### src/rtl/iq_pkg.sv
// rtl/iq_pkg.sv - shared issue-queue sizing constants and popcount helpers
package iq_pkg;
  localparam int IQ_DEPTH  = 16;
  localparam int DISP_W    = 4;
  localparam int AGE       = 5;
  localparam int PRF_WIDTH = 7;
  localparam int IDX_W     = 4;

  function automatic logic [4:0] popcnt16(input logic [15:0] v);
    logic [4:0] s;
    s = '0;
    for (int i = 0; i < 16; i++) s = s + {4'b0, v[i]};
    return s;
  endfunction

  function automatic logic [2:0] popcnt4(input logic [3:0] v);
    logic [2:0] s;
    s = '0;
    for (int i = 0; i < 4; i++) s = s + {2'b0, v[i]};
    return s;
  endfunction
endpackage

### src/rtl/iq_free_find.sv
// rtl/iq_free_find.sv - combinational finder of the four lowest set bits of a 16-bit vector
module iq_free_find (
  input  logic [15:0] vec_i,
  output logic [15:0] idx_o,
  output logic [3:0]  vld_o
);
  logic [1:0] c2  [8];
  logic       f2  [8];
  logic [2:0] c4  [4];
  logic [1:0] p4  [4][4];
  logic [4:0] pre [5];

  always_comb begin
    for (int p = 0; p < 8; p++) begin
      c2[p] = {1'b0, vec_i[2*p]} + {1'b0, vec_i[2*p+1]};
      f2[p] = ~vec_i[2*p];
    end
    // Rank k inside a nibble lands in the low pair if k < its count, else the high pair.
    for (int n = 0; n < 4; n++) begin
      c4[n] = {1'b0, c2[2*n]} + {1'b0, c2[2*n+1]};
      for (int k = 0; k < 4; k++) begin
        if (2'(k) < c2[2*n]) begin
          p4[n][k] = {1'b0, (k == 0) ? f2[2*n] : 1'b1};
        end else if ((2'(k) - c2[2*n]) == 2'd0) begin
          p4[n][k] = {1'b1, f2[2*n+1]};
        end else begin
          p4[n][k] = 2'b11;
        end
      end
    end
    pre[0] = '0;
    for (int n = 0; n < 4; n++) pre[n+1] = pre[n] + {2'b0, c4[n]};
    idx_o = '0;
    vld_o = '0;
    for (int r = 0; r < 4; r++) begin
      for (int n = 0; n < 4; n++) begin
        if ((5'(r) >= pre[n]) && (5'(r) < pre[n+1])) begin
          vld_o[r]       = 1'b1;
          idx_o[4*r +: 4] = {2'(n), p4[n][2'(5'(r) - pre[n])]};
        end
      end
    end
  end
endmodule

### src/rtl/iq_alloc_ctrl.sv
// rtl/iq_alloc_ctrl.sv - issue-queue entry allocator: all-or-nothing dispatch grant, free tracking, age stamps
module iq_alloc_ctrl #(
  parameter int IQ_DEPTH = iq_pkg::IQ_DEPTH,
  parameter int DISP_W   = iq_pkg::DISP_W,
  parameter int AGE      = iq_pkg::AGE
) (
  input  logic                  clk,
  input  logic                  rst,
  input  logic [DISP_W-1:0]     disp_valid,
  output logic                  disp_ready,
  output logic [DISP_W-1:0]     alloc_v,
  output logic [3:0]            alloc_addr0,
  output logic [3:0]            alloc_addr1,
  output logic [3:0]            alloc_addr2,
  output logic [3:0]            alloc_addr3,
  output logic [AGE-1:0]        alloc_age0,
  output logic [AGE-1:0]        alloc_age1,
  output logic [AGE-1:0]        alloc_age2,
  output logic [AGE-1:0]        alloc_age3,
  input  logic [IQ_DEPTH-1:0]   issue_rel,
  input  logic                  flush,
  output logic [IQ_DEPTH-1:0]   free_vec,
  output logic [4:0]            free_cnt
);
  import iq_pkg::*;

  logic [15:0]      free_q, free_d;
  logic [4:0]       cnt_q, cnt_d;
  logic [AGE-1:0]   age_q, age_d;
  logic [15:0]      rank_idx, grant;
  logic [3:0]       rank_vld;
  logic             legal, fire;
  logic [2:0]       n_req, n_fired;
  logic [IDX_W-1:0] addr  [4];
  logic [AGE-1:0]   age_s [4];

  iq_free_find u_find (
    .vec_i (free_q),
    .idx_o (rank_idx),
    .vld_o (rank_vld)
  );

  always_comb begin
    legal      = disp_valid inside {4'b0000, 4'b0001, 4'b0011, 4'b0111, 4'b1111};
    n_req      = popcnt4(disp_valid);
    disp_ready = ~rst & ~flush & legal & ({2'b0, n_req} <= cnt_q);
    fire       = disp_ready & (|disp_valid);
    n_fired    = fire ? n_req : 3'd0;
    grant      = '0;
    for (int i = 0; i < 4; i++) begin
      alloc_v[i] = fire & disp_valid[i] & rank_vld[i];
      addr[i]    = alloc_v[i] ? rank_idx[4*i +: 4] : '0;
      age_s[i]   = alloc_v[i] ? age_q + AGE'(i) : '0;
      if (alloc_v[i]) grant[rank_idx[4*i +: 4]] = 1'b1;
    end
    // Releases of already-free entries must not bump the count.
    free_d = (free_q & ~grant) | issue_rel;
    cnt_d  = cnt_q + popcnt16(issue_rel & ~free_q) - {2'b0, n_fired};
    age_d  = age_q + AGE'(n_fired);
  end

  always_ff @(posedge clk) begin
    if (rst || flush) begin
      free_q <= 16'hFFFF;
      cnt_q  <= 5'd16;
      age_q  <= '0;
    end else begin
      free_q <= free_d;
      cnt_q  <= cnt_d;
      age_q  <= age_d;
    end
  end

  assign alloc_addr0 = addr[0];
  assign alloc_addr1 = addr[1];
  assign alloc_addr2 = addr[2];
  assign alloc_addr3 = addr[3];
  assign alloc_age0  = age_s[0];
  assign alloc_age1  = age_s[1];
  assign alloc_age2  = age_s[2];
  assign alloc_age3  = age_s[3];
  assign free_vec    = free_q;
  assign free_cnt    = cnt_q;

  a_no_rel_grant_overlap: assert property (@(posedge clk) disable iff (rst) (grant & issue_rel) == 16'h0);
  a_cnt_matches_vec:      assert property (@(posedge clk) disable iff (rst) cnt_q == popcnt16(free_q));
endmodule

### config.mk
export PLATFORM = sky130hd
export DESIGN_NAME = iq_alloc_ctrl
export DESIGN_NICKNAME = d
export VERILOG_FILES = /design/src/rtl/iq_pkg.sv /design/src/rtl/iq_free_find.sv /design/src/rtl/iq_alloc_ctrl.sv
export SDC_FILE = /design/constraint.sdc
export NUM_CORES = 1
export LEC_CHECK = 0
export CORE_UTILIZATION = 48
export CTS_CLUSTER_SIZE = 20
export DETAILED_ROUTE_END_ITERATION = 8
export PLACE_DENSITY = 0.89
export SYNTH_ARGS = -nofsm -noshare
export SYNTH_HDL_FRONTEND = slang
export SYNTH_SLANG_ARGS = --single-unit
### constraint.sdc
create_clock -name clk -period 7.72 [get_ports clk]
set_input_delay 1.544 -clock clk [delete_from_list [all_inputs] [get_ports clk]]
set_output_delay 1.544 -clock clk [all_outputs]
set_load 0.01 [all_outputs]
# After elaboration in Yosys (flattened, before gate mapping)
# Cells that the tools add are included.
dict set report totals {
  register_bits 26
  inputBits 23
  output_inout_bits 62
}
dict set report classes {
  addsub 67
  order_cmp 65
  eq_ne 4
  mux 121
  bitwise 42
  n_reduce_logical 36
}
# op count
set ops {}
lappend ops {{2-bit 2-to-1 mux} 44}
lappend ops {{16-bit 2-to-1 mux} 4}
lappend ops {{16-bit OR} 4}
lappend ops {{5-bit by 1-bit adder with 5-bit output} 11}
lappend ops {{2-bit binary-select mux with 2-bit select} 12}
lappend ops {{4-bit 2-to-1 mux} 12}
lappend ops {{3-bit >= comparator (second input constant)} 12}
lappend ops {{1-bit 2-to-1 mux} 36}
lappend ops {{2-bit NOT with 3-bit output} 12}
lappend ops {{16-bit bitwise AND} 2}
lappend ops {{2-bit zero test} 16}
lappend ops {{16-bit NOT} 2}
lappend ops {{1-bit by 2-bit subtractor with 2-bit output (first input constant)} 14}
lappend ops {{2-bit subtractor (first input constant)} 14}
lappend ops {{1-bit by 1-bit adder with 2-bit output} 10}
lappend ops {{1-bit by 5-bit < comparator with 1-bit output (first input constant)} 4}
lappend ops {{2-bit by 5-bit < comparator with 1-bit output (first input constant)} 4}
lappend ops {{4-bit by 5-bit < comparator with 1-bit output (second input constant)} 4}
lappend ops {{5-bit 2-to-1 mux} 4}
lappend ops {{1-bit demux with 4-bit select} 4}
lappend ops {{4-bit by 1-bit >= comparator with 1-bit output (second input constant)} 4}
lappend ops {{1-bit logical AND} 16}
lappend ops {{1-bit by 2-bit < comparator with 1-bit output (first input constant)} 8}
lappend ops {{2-bit < comparator (first input constant)} 8}
lappend ops {{34 further kinds} 74}

# Logic depth before layout (Yosys ltp)
dict set report logic_depth {
  ltp_word 25
  depth_mapped 24
  mapped_depth_nobuf 22
}

# Hierarchy
# Synthesis repeated with hierarchy kept, for this count alone.
dict set report unflattened {
  cells_unflattened 653
  hier_area_um2 5134.9
}
# module n_inst cells_each area_per_inst_um2 seq_area_each_um2
set by_module_without_submodules {}
lappend by_module_without_submodules {iq_alloc_ctrl 1 372 2979.1 520.5}
lappend by_module_without_submodules {iq_free_find 1 281 2155.8 0.0}

# Worst setup path after synthesis
# Ideal clock, no wire load.
dict set report synth_timing {
  kind {reg2out}
  start {reg free_q[0] (netlist: free_vec[0])}
  end {out alloc_addr1[0]}
  t_arrival_ns 5.967
  t_required_ns 6.176
  setup_slack_ns 0.209
  stages_incl_launch_ff 24
  cell_sequence {dfxtp_1 > inv_1 > ha_1 > inv_1 > fa_1 > inv_1 > ha_1 > inv_1 > fa_1 > clkbuf_1 > xnor2_1 > fa_1 > ha_1 > fa_1 > a21oi_1 > xor2_1 > nor3_1 > a21o_1 > a21oi_1 > o211ai_2 > clkbuf_1 > and2_1 > a31o_2 > nor2_1}
}
dict set report synth_between {
  elab_chain_cells 11
  elab_cells_between_ends 45
  cone_classes {add/sub (9); order compare (8); mux (20); bitwise (4); reduce/logical (4)}
}
# element line_no
set synth_lines {}
lappend synth_lines {{from (decl)} iq_alloc_ctrl.sv:27} ;# logic [15:0] free_q, free_d;
lappend synth_lines {{from (signal assigned)} iq_alloc_ctrl.sv:68} ;# free_q <= free_d;
lappend synth_lines {{1-bit by 1-bit adder with 2-bit output (*)} iq_free_find.sv:15} ;# c2[p] = {1'b0, vec_i[2*p]} + {1'b0, vec_i[2*p+1]};
lappend synth_lines {{parallel branches: the longest is 9 deep, another holds 4-bit by 3-bit adder with 5-bit output} --}
lappend synth_lines {{4-bit 2-to-1 mux (*)} iq_alloc_ctrl.sv:52} ;# addr[i] = alloc_v[i] ? rank_idx[4*i +: 4] : '0;
lappend synth_lines {{to (decl)} iq_alloc_ctrl.sv:13} ;# output logic [3:0] alloc_addr1,
# Every way passes the cells marked *. The select of a mux whose other input is x is not followed.

# Worst setup path in the final report
dict set report layout_timing {
  start {reg free_q[1] (netlist: free_vec[1])}
  end {out alloc_v[1]}
}
dict set report layout_between {
  elab_chain_cells 9
  elab_cells_between_ends 20
  cone_classes {add/sub (5); order compare (7); mux (4); bitwise (1); reduce/logical (3)}
}
# element line_no
set layout_lines {}
lappend layout_lines {{1-bit by 1-bit adder with 2-bit output (*)} iq_free_find.sv:15}
lappend layout_lines {{2-bit by 2-bit adder with 3-bit output (*)} iq_free_find.sv:20} ;# c4[n] = {1'b0, c2[2*n]} + {1'b0, c2[2*n+1]};
lappend layout_lines {{3-bit by 3-bit adder with 4-bit output} iq_free_find.sv:32} ;# for (int n = 0; n < 4; n++) pre[n+1] = pre[n] + {2'b0, c4[n]};
lappend layout_lines {{4-bit by 3-bit adder with 5-bit output or 1-bit by 4-bit < comparator with 1-bit output (tied branches)} {iq_free_find.sv:32, iq_free_find.sv:37}}
lappend layout_lines {{5-bit by 3-bit adder with 5-bit output, or another cell as far along} iq_free_find.sv:32}
lappend layout_lines {{1-bit by 5-bit < comparator with 1-bit output, or another cell as far along} iq_free_find.sv:37} ;# if ((5'(r) >= pre[n]) && (5'(r) < pre[n+1])) begin
lappend layout_lines {{1-bit logical AND or 1-bit 2-to-1 mux (tied branches)} iq_free_find.sv:37}
lappend layout_lines {{1-bit 2-to-1 mux (*)} iq_free_find.sv:37}
lappend layout_lines {{1-bit bitwise AND (*)} iq_alloc_ctrl.sv:51} ;# alloc_v[i] = fire & disp_valid[i] & rank_vld[i];
lappend layout_lines {{to (decl)} iq_alloc_ctrl.sv:11} ;# output logic [DISP_W-1:0] alloc_v,
# Every way passes the cells marked *; elsewhere a longest branch is shown, timed or not.

==> results.ini <==
[layout]
nets = 859
drive_gt1_frac = 0.134
area_growth_pct = 31.9
num_antenna_cells = 0

[power_and_ir_drop]
power.internal_mw = 0.288
pwr-share-comb = 0.405
peakVddDrop_v = 0.0000789
switching_share = 0.352
seq_power_share = 0.314
pwr-share-clk = 0.280
p_leak_nw = 3.25
powerDensity_mw_per_mm2 = 69.4
power.total_mw = 0.445
switchingPower_mw = 0.156

[cts]
ctsHoldBuffers = 0
worstSkewPairLatency_ns = 0.29
clock_tree.root_cell = clkbuf_8
ctsHtreeMaxLevel = 1
numCtsBuffers = 3
clockBufferDepth = 2
cts.reportedPaths.clkPinSlew_ns = 0.11
clock_sinks = 26
cts_tree = built

[drt]
viasPerCell = 6.25
drcViolationCount = 0
vias = 5502
drt_iter0_markers = 515
wirelength_mm = 17.7
firstDrtPassIters = 5
wl_per_cell_um = 20.1
ant_nets = 0

[yosys]
synth_enable_flop_cells = 0
ys_warn_count = 0
async_flop_share = 0
synth-main-ff-cell = dfxtp_1
synth_top_area_share = 0.167
synthCells = 633
synth.avg_cell_area_um2 = 7.68
synth.largest_area_cell = ha_1
ys_top_cells_by_area = ha_1, dfxtp_1, fa_1
synth-seq-cells = 26
ys_seq_area_frac = 0.107
syn-num-nets = 744
syn_area_mm2 = 0.00486
synth.distinct_cells = 86

[sta]
period_share = 0.985
slew_violations = 0
fin_crit_ns = 7.60
relSlewSlack = 0.569
setup_slack_ns = 0.118
tns_ns = 0
holdWs_ns = 0.645
max_freq_mhz = 132
setup_viol = 0
hold_viol = 0
finClkSkew_ns = 0.00431
worst_pin_slew_ns = 0.630
grt_setup_unrepaired = yes

[critical_path]
critPathMaxFanout = 8
critical_path_class = register to primary output
critPathBufInv = 5
critPathRequiredTime_ns = 6.18
critPathMaxStageDelay_ns = 0.61
critPathCaptureType = primary output
crit_chain = inv_1 > ha_1 > inv_1 > fa_2 > fa_1 > fa_1 > xnor2_1 > buf_4 > fa_2 > ha_4 > fa_2 > a21oi_2 > xor2_1 > nor3_2 > a21o_1 > a21oi_2 > o211ai_2 > and2_1 > a31o_4 > inv_1 > clkdlybuf4s50_1
cpLargestDelayFamily = adder cells
crit_slowest_cell = fa_2
start_kind = register
cp.arrival_ns = 6.06

[flow_run]
drv_cap = 0

[placed_design]
place_congestion = 1.06
pre_cts_slack_ns = -0.555
hpwl_mm = 14.0
io_buffers = 84

[global_route]
first_global_vias = 5296
grt_antenna_before_repair = 0
grt_pass1_wl_mm = 26.9
track_usage = 0.335
overflow = 0
grt_max_degree = 23

[floorplanning]
core_area_mm2 = 0.00977
dieWidth_um = 103
num_io_pins = 85
design.die.area_mm2 = 0.0105
die-height_um = 103
initial_utilization = 0.497
fp-row-count = 36

[outcome]
outcome = complete, no violations

[worst_hold_path]
hold_path_class = register to register

what timing repair did:
item                       4_1_cts  5_1_grt
resized for setup               11       42
pin swaps                        6       15
buffers inserted                 2        1
hold endpoints to repair         0        0
setup endpoints to repair       31       30
synthesized netlist by cell type (7+ instances only):
cell type and instances:
a211o_1 10, a21o_1 7, a21oi_1 27, a31oi_1 7, and2_1 12, clkbuf_1 18
dfxtp_1 26, fa_1 23, ha_1 65, inv_1 71, mux2i_1 7, nand2_1 63
nand3_1 23, nor2_1 59, nor2b_1 12, nor3_1 14, nor3b_1 7, o21ai_0 15
xnor2_1 13, xor2_1 12
worst register-to-register path, stage by stage (launching register included):
cell and delay, ns:
dfxtp_1 0.36, inv_1 0.07, ha_1 0.30, inv_1 0.07
fa_2 0.37, fa_1 0.57, fa_1 0.47, xnor2_1 0.16
buf_4 0.16, fa_2 0.61, ha_4 0.22, fa_2 0.43
a21oi_2 0.17, xor2_1 0.20, nor3_2 0.06, a21o_1 0.18
a21oi_2 0.18, o211ai_2 0.14, buf_6 0.18, mux2_4 0.31
buf_4 0.18, or4_1 0.48, a311o_1 0.37
flip-flops by register name, summed over array words and instances, names as in the netlist:
register / count
age_q: 5
free_cnt: 5
free_vec: 16
through the flow:
step	cells	util	area, um^2
2_1_floorplan	633	-	4860
3_3_place_gp	873	0.625	6110
3_5_place_dp	873	0.625	6110
4_1_cts	879	0.640	6250
5_1_grt	880	0.656	6410
6_report	880	0.656	6410
kinds of logic after synthesis:
logic type	after synthesis	synth area share
mux	11	0.0245
compound gates	161	0.258
xor+xnor	25	0.0450
flops	26	0.107
simple gates	226	0.228
fa+ha+maj	88	0.262
buf+inv	96	0.0754
layer usage:
layer	track usage	vias to the layer above	wire length [um]
met4	0.122	0	604
met2	0.559	338	8420
met3	0.0549	55	1700
li1	-	2506	-
met5	0	-	0
met1	0.433	2603	6920
layout by cell type, fill, tap and decap left out, types with 8 or more instances in the layout:
| cell | count |
|---|---|
| nand3_1 | 23 |
| ha_1 | 60 |
| and2_1 | 12 |
| clkdlybuf4s50_1 | 55 |
| a21oi_1 | 22 |
| nand2_1 | 63 |
| xor2_1 | 12 |
| dlymetal6s2s_1 | 28 |
| a211o_1 | 10 |
| nor3_1 | 13 |
| dfxtp_1 | 26 |
| buf_4 | 46 |
| o21ai_0 | 15 |
| xnor2_1 | 13 |
| nor2b_1 | 12 |
| nor2_1 | 59 |
| a21oi_2 | 8 |
| inv_1 | 71 |
| fa_1 | 18 |
cell type report:
cell class              count  area [um^2]
flip-flops and latches     26          520
well taps                 133          166
fillers                   781         3360
clock inverters             1         30.0
multi-input cells         511         4100
clock buffers               3         41.3
repair buffers            131         1270
inverters                  75          282
final timing paths:
| check | end | depth (start not counted) | slack [ns] | from |
|---|---|---|---|---|
| setup reg to reg | free_vec[10]$_SDFF_PP1_ | 22 | 1.40 | free_vec[1]$_SDFF_PP1_ |
| setup / recovery | alloc_v[1] | 21 | 0.12 | free_vec[1]$_SDFF_PP1_ |
| hold / removal | free_vec[0]$_SDFF_PP1_ | 2 | 0.64 | free_vec[0]$_SDFF_PP1_ |
| hold reg to reg | free_vec[0]$_SDFF_PP1_ | 2 | 0.64 | free_vec[0]$_SDFF_PP1_ |
power by group through the flow:
stage	logic, mW	registers (mW)	clock network [mW]
6_report	0.180	0.140	0.125
5_1_grt	0.192	0.140	0.128
4_1_cts	0.168	0.139	0.122
3_5_place_dp	0.164	0.142	0
3_3_place_gp	0.155	0.143	0
2_1_floorplan	0.101	0.143	0
Power figures use the tool's default switching activity.
